`src/rtl/rd_sched.sv`:
```
// Descriptor scheduler for the packet read controller.
// Queues {control, begin, end} descriptors, launches one rd_ctrl transfer per
// descriptor when rd_ctrl is idle, and tracks completions, malformed
// descriptors and hung transfers.
module rd_sched #(
    parameter int unsigned DEPTH   = 8,
    parameter int unsigned TIMEOUT = 65535
) (
    input  logic                     clk,
    input  logic                     reset,
    input  logic                     enable,
    input  logic                     flush,
    input  logic                     desc_valid,
    output logic                     desc_ready,
    input  logic [31:0]              desc_control,
    input  logic [31:0]              desc_begin,
    input  logic [31:0]              desc_end,
    output logic                     rd_ctrl,
    output logic [31:0]              control,
    output logic [31:0]              pkt_begin,
    output logic [31:0]              pkt_end,
    input  logic                     rd_ctrl_rdy,
    output logic                     busy,
    output logic [$clog2(DEPTH):0]   desc_level,
    output logic [31:0]              pkt_count,
    output logic                     err_len,
    output logic                     err_timeout
);

    localparam int unsigned AW = $clog2(DEPTH);
    localparam int unsigned WW = $clog2(TIMEOUT + 1);
    localparam logic [AW:0]   FULL_LVL = (AW + 1)'(DEPTH);
    localparam logic [WW-1:0] WD_LAST  = WW'(TIMEOUT - 1);

    typedef enum logic [2:0] {
        S_IDLE,
        S_LOAD,
        S_START,
        S_WAIT_LOW,
        S_WAIT_DONE
    } state_t;

    state_t        state_q, state_d;
    logic [AW:0]   wr_ptr_q, wr_ptr_d;
    logic [AW:0]   rd_ptr_q, rd_ptr_d;
    logic [WW-1:0] wd_q, wd_d;
    logic [31:0]   control_q, control_d;
    logic [31:0]   pkt_begin_q, pkt_begin_d;
    logic [31:0]   pkt_end_q, pkt_end_d;
    logic          rd_ctrl_q, rd_ctrl_d;
    logic          busy_q, busy_d;
    logic [31:0]   pkt_count_q, pkt_count_d;
    logic          err_len_q, err_len_d;
    logic          err_timeout_q, err_timeout_d;

    logic [95:0]   mem_q [DEPTH];

    logic [AW:0]   level;
    logic          full;
    logic          empty;
    logic          push_req;
    logic          len_ok;
    logic          push;
    logic          pop;

    assign level      = wr_ptr_q - rd_ptr_q;
    assign full       = (level == FULL_LVL);
    assign empty      = (level == '0);
    // Gated by reset so the queue reports not-ready while held in reset.
    assign desc_ready = reset & ~full;
    assign push_req   = desc_valid & desc_ready;
    assign len_ok     = (desc_end > desc_begin);
    assign push       = push_req & len_ok & ~flush;

    assign desc_level  = level;
    assign rd_ctrl     = rd_ctrl_q;
    assign control     = control_q;
    assign pkt_begin   = pkt_begin_q;
    assign pkt_end     = pkt_end_q;
    assign busy        = busy_q;
    assign pkt_count   = pkt_count_q;
    assign err_len     = err_len_q;
    assign err_timeout = err_timeout_q;

    // Next-state logic for the queue pointers, FSM, watchdog and output registers.
    always_comb begin
        state_d       = state_q;
        wd_d          = wd_q;
        control_d     = control_q;
        pkt_begin_d   = pkt_begin_q;
        pkt_end_d     = pkt_end_q;
        rd_ctrl_d     = 1'b0;
        pkt_count_d   = pkt_count_q;
        err_len_d     = err_len_q;
        err_timeout_d = err_timeout_q;
        pop           = 1'b0;

        if (push_req && !len_ok) begin
            err_len_d = 1'b1;
        end

        case (state_q)
            S_IDLE: begin
                if (enable && !empty && rd_ctrl_rdy) begin
                    state_d = S_LOAD;
                end
            end
            S_LOAD: begin
                // A flush on the IDLE->LOAD edge can leave nothing to load.
                if (!empty) begin
                    {control_d, pkt_begin_d, pkt_end_d} = mem_q[rd_ptr_q[AW-1:0]];
                    pop       = 1'b1;
                    rd_ctrl_d = 1'b1;
                    state_d   = S_START;
                end else begin
                    state_d = S_IDLE;
                end
            end
            S_START: begin
                wd_d    = '0;
                state_d = S_WAIT_LOW;
            end
            S_WAIT_LOW: begin
                wd_d = wd_q + 1'b1;
                if (!rd_ctrl_rdy) begin
                    state_d = S_WAIT_DONE;
                end else if (wd_q == WD_LAST) begin
                    err_timeout_d = 1'b1;
                    state_d       = S_IDLE;
                end
            end
            S_WAIT_DONE: begin
                wd_d = wd_q + 1'b1;
                if (rd_ctrl_rdy) begin
                    pkt_count_d = pkt_count_q + 32'd1;
                    state_d     = S_IDLE;
                end else if (wd_q == WD_LAST) begin
                    err_timeout_d = 1'b1;
                    state_d       = S_IDLE;
                end
            end
            default: state_d = S_IDLE;
        endcase

        busy_d = (state_d != S_IDLE);

        if (flush) begin
            wr_ptr_d = '0;
            rd_ptr_d = '0;
        end else begin
            wr_ptr_d = push ? wr_ptr_q + 1'b1 : wr_ptr_q;
            rd_ptr_d = pop  ? rd_ptr_q + 1'b1 : rd_ptr_q;
        end
    end

    // State, pointer and output registers with asynchronous active-low reset.
    always_ff @(posedge clk or negedge reset) begin
        if (!reset) begin
            state_q       <= S_IDLE;
            wr_ptr_q      <= '0;
            rd_ptr_q      <= '0;
            wd_q          <= '0;
            control_q     <= '0;
            pkt_begin_q   <= '0;
            pkt_end_q     <= '0;
            rd_ctrl_q     <= 1'b0;
            busy_q        <= 1'b0;
            pkt_count_q   <= '0;
            err_len_q     <= 1'b0;
            err_timeout_q <= 1'b0;
        end else begin
            state_q       <= state_d;
            wr_ptr_q      <= wr_ptr_d;
            rd_ptr_q      <= rd_ptr_d;
            wd_q          <= wd_d;
            control_q     <= control_d;
            pkt_begin_q   <= pkt_begin_d;
            pkt_end_q     <= pkt_end_d;
            rd_ctrl_q     <= rd_ctrl_d;
            busy_q        <= busy_d;
            pkt_count_q   <= pkt_count_d;
            err_len_q     <= err_len_d;
            err_timeout_q <= err_timeout_d;
        end
    end

    // Descriptor storage; emptiness is tracked by the pointers, so no reset.
    always_ff @(posedge clk) begin
        if (push) begin
            mem_q[wr_ptr_q[AW-1:0]] <= {desc_control, desc_begin, desc_end};
        end
    end

endmodule

```
`config.mk`:
```
export PLATFORM = sky130hd
export DESIGN_NAME = rd_sched
export DESIGN_NICKNAME = d
export VERILOG_FILES = /design/src/rtl/rd_sched.sv
export SDC_FILE = /design/constraint.sdc
export NUM_CORES = 1
export LEC_CHECK = 0
export CAP_MARGIN = 20
export CELL_PAD_IN_SITES_DETAIL_PLACEMENT = 1
export CELL_PAD_IN_SITES_GLOBAL_PLACEMENT = 2
export CORE_UTILIZATION = 45
export DETAILED_ROUTE_END_ITERATION = 16
export GPL_ROUTABILITY_DRIVEN = 0
export HOLD_SLACK_MARGIN = 0.15
export PLACE_DENSITY_LB_ADDON = 0.1
export SYNTH_ARGS = -nofsm -noshare
export SYNTH_HDL_FRONTEND = slang
export SYNTH_SLANG_ARGS = --single-unit
```
`constraint.sdc`:
```
create_clock -name clk -period 18.6 [get_ports clk]
set_clock_uncertainty 0.05 [all_clocks]
set_input_delay 3.72 -clock clk [delete_from_list [all_inputs] [get_ports clk]]
set_output_delay 3.72 -clock clk [all_outputs]
set_load 0.005 [all_outputs]
```
* Yosys cells after proc, flatten, opt, wreduce, memory -nomap -nowiden
Memory sizes are Yosys's and may differ from the RTL's. A register that Yosys moved wholly into a read port is not among the register bits.
Cells that the tools add are included.
** Word-level totals
- Register bits after elaboration :: 63
- Bits in latches :: 0
- Memory bits (writable) :: 768
- ROM bits :: 0
- Input bits :: 102
- Output and inout port bits :: 137
- Logic and storage cells :: 67
- Memories kept :: 1
** Memories
- mem_q :: depth 8, bits a word 96, read ports 1, clocked after Yosys merged registers in 1, write ports 1, RTL line 56 : logic [95:0] mem_q [DEPTH];
** Cells by class
- Add/sub/neg operators :: 5
- Multipliers :: 0
- Divide/modulo/power cells :: 0
- Order comparisons :: 1
- Eq/ne operators :: 8
- Shift-type cells :: 0
- Multiplexer cells :: 19
- Bitwise logic cells :: 7
- Reduce and logical (&&, ||, !) cells :: 17
** Operators with widths (number)
- $add A32 B1 Y32 const B :: 1
- $gt A32 B32 Y1 :: 1
- $pmux W16 S2 :: 1
- $add A16 B1 Y16 const B :: 1
- $eq A16 B16 Y1 const B :: 1
- $mux W4 :: 4
- $pmux W3 S5 :: 1
- $mux W3 :: 4
- $add A4 B1 Y4 const B :: 2
- $reduce_bool A2 Y1 :: 4
- $mux W1 :: 7
- $eq A3 B2 Y1 const B :: 2
- $and A1 B1 Y1 :: 4
- $eq A4 B4 Y1 const B :: 1
- $logic_not A4 Y1 :: 1
- $ne A2 B2 Y1 const B :: 2
- $reduce_and A2 Y1 :: 2
- $sub A4 B4 Y4 :: 1
- $eq A3 B1 Y1 const B :: 1
- $eq A3 B3 Y1 const B :: 1
- $logic_and A1 B1 Y1 :: 3
- $logic_not A1 Y1 :: 3
- $logic_not A3 Y1 :: 1
- $not A1 Y1 :: 3
- other kinds (5) :: 5

* Depth between registers and ports, before layout
- Word-level depth :: 9
- Gate-level depth with buffers :: 14
- Depth with buffers taken out :: 12

* Least setup slack after synthesis
No wires, ideal clock.
- Path type :: in2reg
- From :: input port desc_begin[31]
- To :: memory mem_q[2][0] (enable)
- Setup time :: 0.821 ns
- Arrival :: 14.866 ns
- Data required time :: 17.729 ns
- Path slack :: 2.863 ns
- Stages :: 8
- Buffers on the path :: 0
- Cell sequence :: inv_1 > ha_1 > nand4_1 > nor4_2 > and2b_1 > o31a_1 > o21ai_2 > nor4b_1
** Between the ends
- Longest elaborated chain between the ends :: 5
** RTL lines
- from (decl) :: RTL line 16 : input logic [31:0] desc_begin,
- $gt A32 B32 Y1 :: RTL line 72 : assign len_ok = (desc_end > desc_begin);
- $and A1 B1 Y1 (2 in series) :: RTL line 73 : assign push = push_req & len_ok & ~flush;
- $mux W1 :: RTL line 189 : if (push) begin
- $mux W1 (not written as such) :: RTL line 190 : mem_q[wr_ptr_q[AW-1:0]] <= {desc_control, desc_begin, desc_end};
- to (decl) :: RTL line 56
Every way passes these cells.

* Worst setup path in the final report
- From :: input port reset
- To :: output port desc_ready
** Between the ends
- Longest elaborated chain between the ends :: 1
** RTL lines
- from (decl) :: RTL line 10 : input logic reset,
- $and A1 B1 Y1 :: RTL line 70 : assign desc_ready = reset & ~full;
- to (decl) :: RTL line 14 : output logic desc_ready,
Every way passes these cells.

==> flow_summary.yaml <==
cts:
  clock_latency_ps: 650
  clock-sinks: 927
  cts.repair.resized: 0
  cts_tree: "done"
  postCtsSetupRepairBufs: 0
  cts_buffers: 99
  cts_buffer_depth: 3
  cts-root-buf: "clkbuf_16"
  cts-hold-fix-buffers: 0
  clk_pin_slew_ps: 50
  htreeDepth: 3
die:
  die_x_um: 284
  fp.dieArea_um2: 80800
  initial_core_util_pct: 45.5
  ios: 239
  core.rowCount: 103
  core_area_um2: 78900
  die_y_um: 284
route:
  ant_nets: 0
  postRouteWirelength_mm: 86.6
  drt_iter0_markers: 1149
  dr_total_vias: 18800
  via_per_inst: 5.56
  drc: 0
  wl_per_cell_um: 25.6
  drtPass1Iterations: 5
power:
  irDropWorstVdd_mv: 0.0877
  power_density_nw_per_um2: 130
  p_leak_nw: 14.3
  total_power_w: 0.00556
worst_hold_path:
  min_path_cells: 1
  min_to: "wd_q[11]"
  hold_class: "reg2reg"
  min_from: "wd_q[11]"
synth:
  syn-cell-area_um2: 35900
  avgSynthCellArea_um2: 18.3
  synthArstFlopShare_pct: 17.2
  synth_largest_area_cell: "edfxtp_1"
  synth_edf_count: 768
  syn_inst: 1964
  synthTopCellsByCount: "edfxtp_1, nand2_1, mux4_2, dfrtp_1, nor2_1"
  ys_seq_area_share_pct: 75.4
  synth_cell_types: 55
  synth_nets: 2107
  synth_top_area_share_pct: 64.3
  post-synth-top-count-cell: "edfxtp_1"
  ys_ff_latch: 927
  synthTopCellsByArea: "edfxtp_1, mux4_2, dfrtp_1, nand2_1, a31oi_1"
  yosysWarnings: 0
  synth-main-ff-cell: "edfxtp_1"
global_route:
  grt_max_degree: 81
  antenna_found_initial: 7
  grt_usage_pct: 21.9
  grt_pass1_wl_mm: 131
  grt-ovfl-total: 0
  grt_pass1_vias: 20400
worst_setup_path:
  start_kind: "input pin"
  required_ps: 14830
  crit_buf_inv: 2
  reg2reg_depth: 12
  crit_path_end_kind: "output pin"
  slowest_stage: "clkdlybuf4s50_1"
  worstPathCellList: "clkbuf_8, o31a_1, clkdlybuf4s50_1"
  cpPeakStageDelay_ps: 500
  timing.rr.end: "rd_ptr_q[3]"
  worst_ep_arrival_time_ps: 4550
  r2r-start: "rd_ptr_q[2]"
  crit_path_max_fanout: 10
  r2r_slack_ps: 12670
  path_class: "in2out"
  crit_family: "buffers and inverters"
final_layout:
  drive_gt1_share_pct: 17.1
  register_area_um2: 27100
  num-fill-cells: 7138
  syn_to_final_growth_pct: 19.2
  fin_util_pct: 54.2
  nets: 2385
  multi_input_area_um2: 8320
timing:
  period_share_pct: 44.7
  drv_slew: 0
  max_freq_ghz: 0.120
  min_period_ps: 8320
  timing.final.hold_violations: 0
  finalSetupTns_ps: 0
  setup_viol: 0
  slew_headroom_pct: 28.1
  tightest_slew_ps: 1080
  grt_setup_unrepaired: "no"
run:
  drv_cap: 0
placement:
  io_buffers: 238
  dp_hpwl_mm: 48.9
outcome:
  status: "completed"
area by class of cell:
type | count | share of cell area (%)
sequential | 927 | 63.3
multi-input combinational | 901 | 19.5
clock buffer | 130 | 6.35
timing repair buffer | 270 | 6.14
tap | 1050 | 3.07
clock inverter | 58 | 1.27
inverter | 43 | 0.395
antenna | 3 | 0.0176
cell families after synthesis:
family,count (synthesis),share of synthesized area [%]
DFF,927,75.4
muxes,195,12.2
xor gates and xnor gates,38,0.928
adders and majority gates,41,1.45
buffers and inverters,136,1.55
AOI/OAI and AO/OA,184,3.21
and+or+nand+nor,443,5.32
registers in the layout (all words and copies together) (netlist names):
name	cells
busy	1
control	32
err_len	1
err_timeout	1
mem_q	768
pkt_begin	32
pkt_count	32
pkt_end	32
rd_ctrl	1
rd_ptr_q	4
state_q	3
wd_q	16
wr_ptr_q	4
through the flow:
step,cells,setup slack [ps],area [um^2],hold slack [ps]
6_report,3382,10280,42700,423
5_1_grt,3382,10230,42700,453
4_1_cts,3379,10270,42700,429
3_5_place_dp,3191,10270,39500,413
3_3_place_gp,3191,10280,39500,405
2_1_floorplan,1964,2860,35900,388
how the worst max path moves through the flow:
stage                         startpoint     endpoint  slack, ps  cells past startpoint
after global routing               reset   desc_ready      10230                      3
after CTS                          reset   desc_ready      10270                      3
after detailed placement           reset   desc_ready      10270                      3
final                              reset   desc_ready      10280                      3
after global placement             reset   desc_ready      10280                      3
after floorplan           desc_begin[31]  mem_q[2][0]       2860                      8
cell usage in the layout, fill, tap and decap left out, drive strengths merged, types with 32 or more instances in the layout:
cell           netlist  layout
edfxtp             768     768
nand2              234     234
ha                  40      40
mux4               192     192
clkdlybuf4s50        0     237
clkinv               0      42
buf                 39      32
dfrtp              159     159
nor2               124     124
inv                 43      46
a31oi               97      97
clkbuf              54     131
report_power, final:
| part | leakage (nW) | switching, W | internal (W) |
|---|---|---|---|
| clock network | 1.59 | 0.000802 | 0.00115 |
| registers | 8.83 | 0.000128 | 0.00238 |
| logic | 3.87 | 0.000509 | 0.000582 |
| total | 14.3 | 0.00144 | 0.00412 |
layer usage:
metal | up-vias | GRT usage [%] | part of all wire [%]
li1 | 8281 | - | -
met1 | 10000 | 29.3 | 43
met2 | 376 | 37.5 | 51
met3 | 108 | 3.42 | 3.7
met4 | 6 | 5.50 | 2.0
met5 | - | 0 | 0.042
No activity file was read; power rests on OpenSTA's default activity.
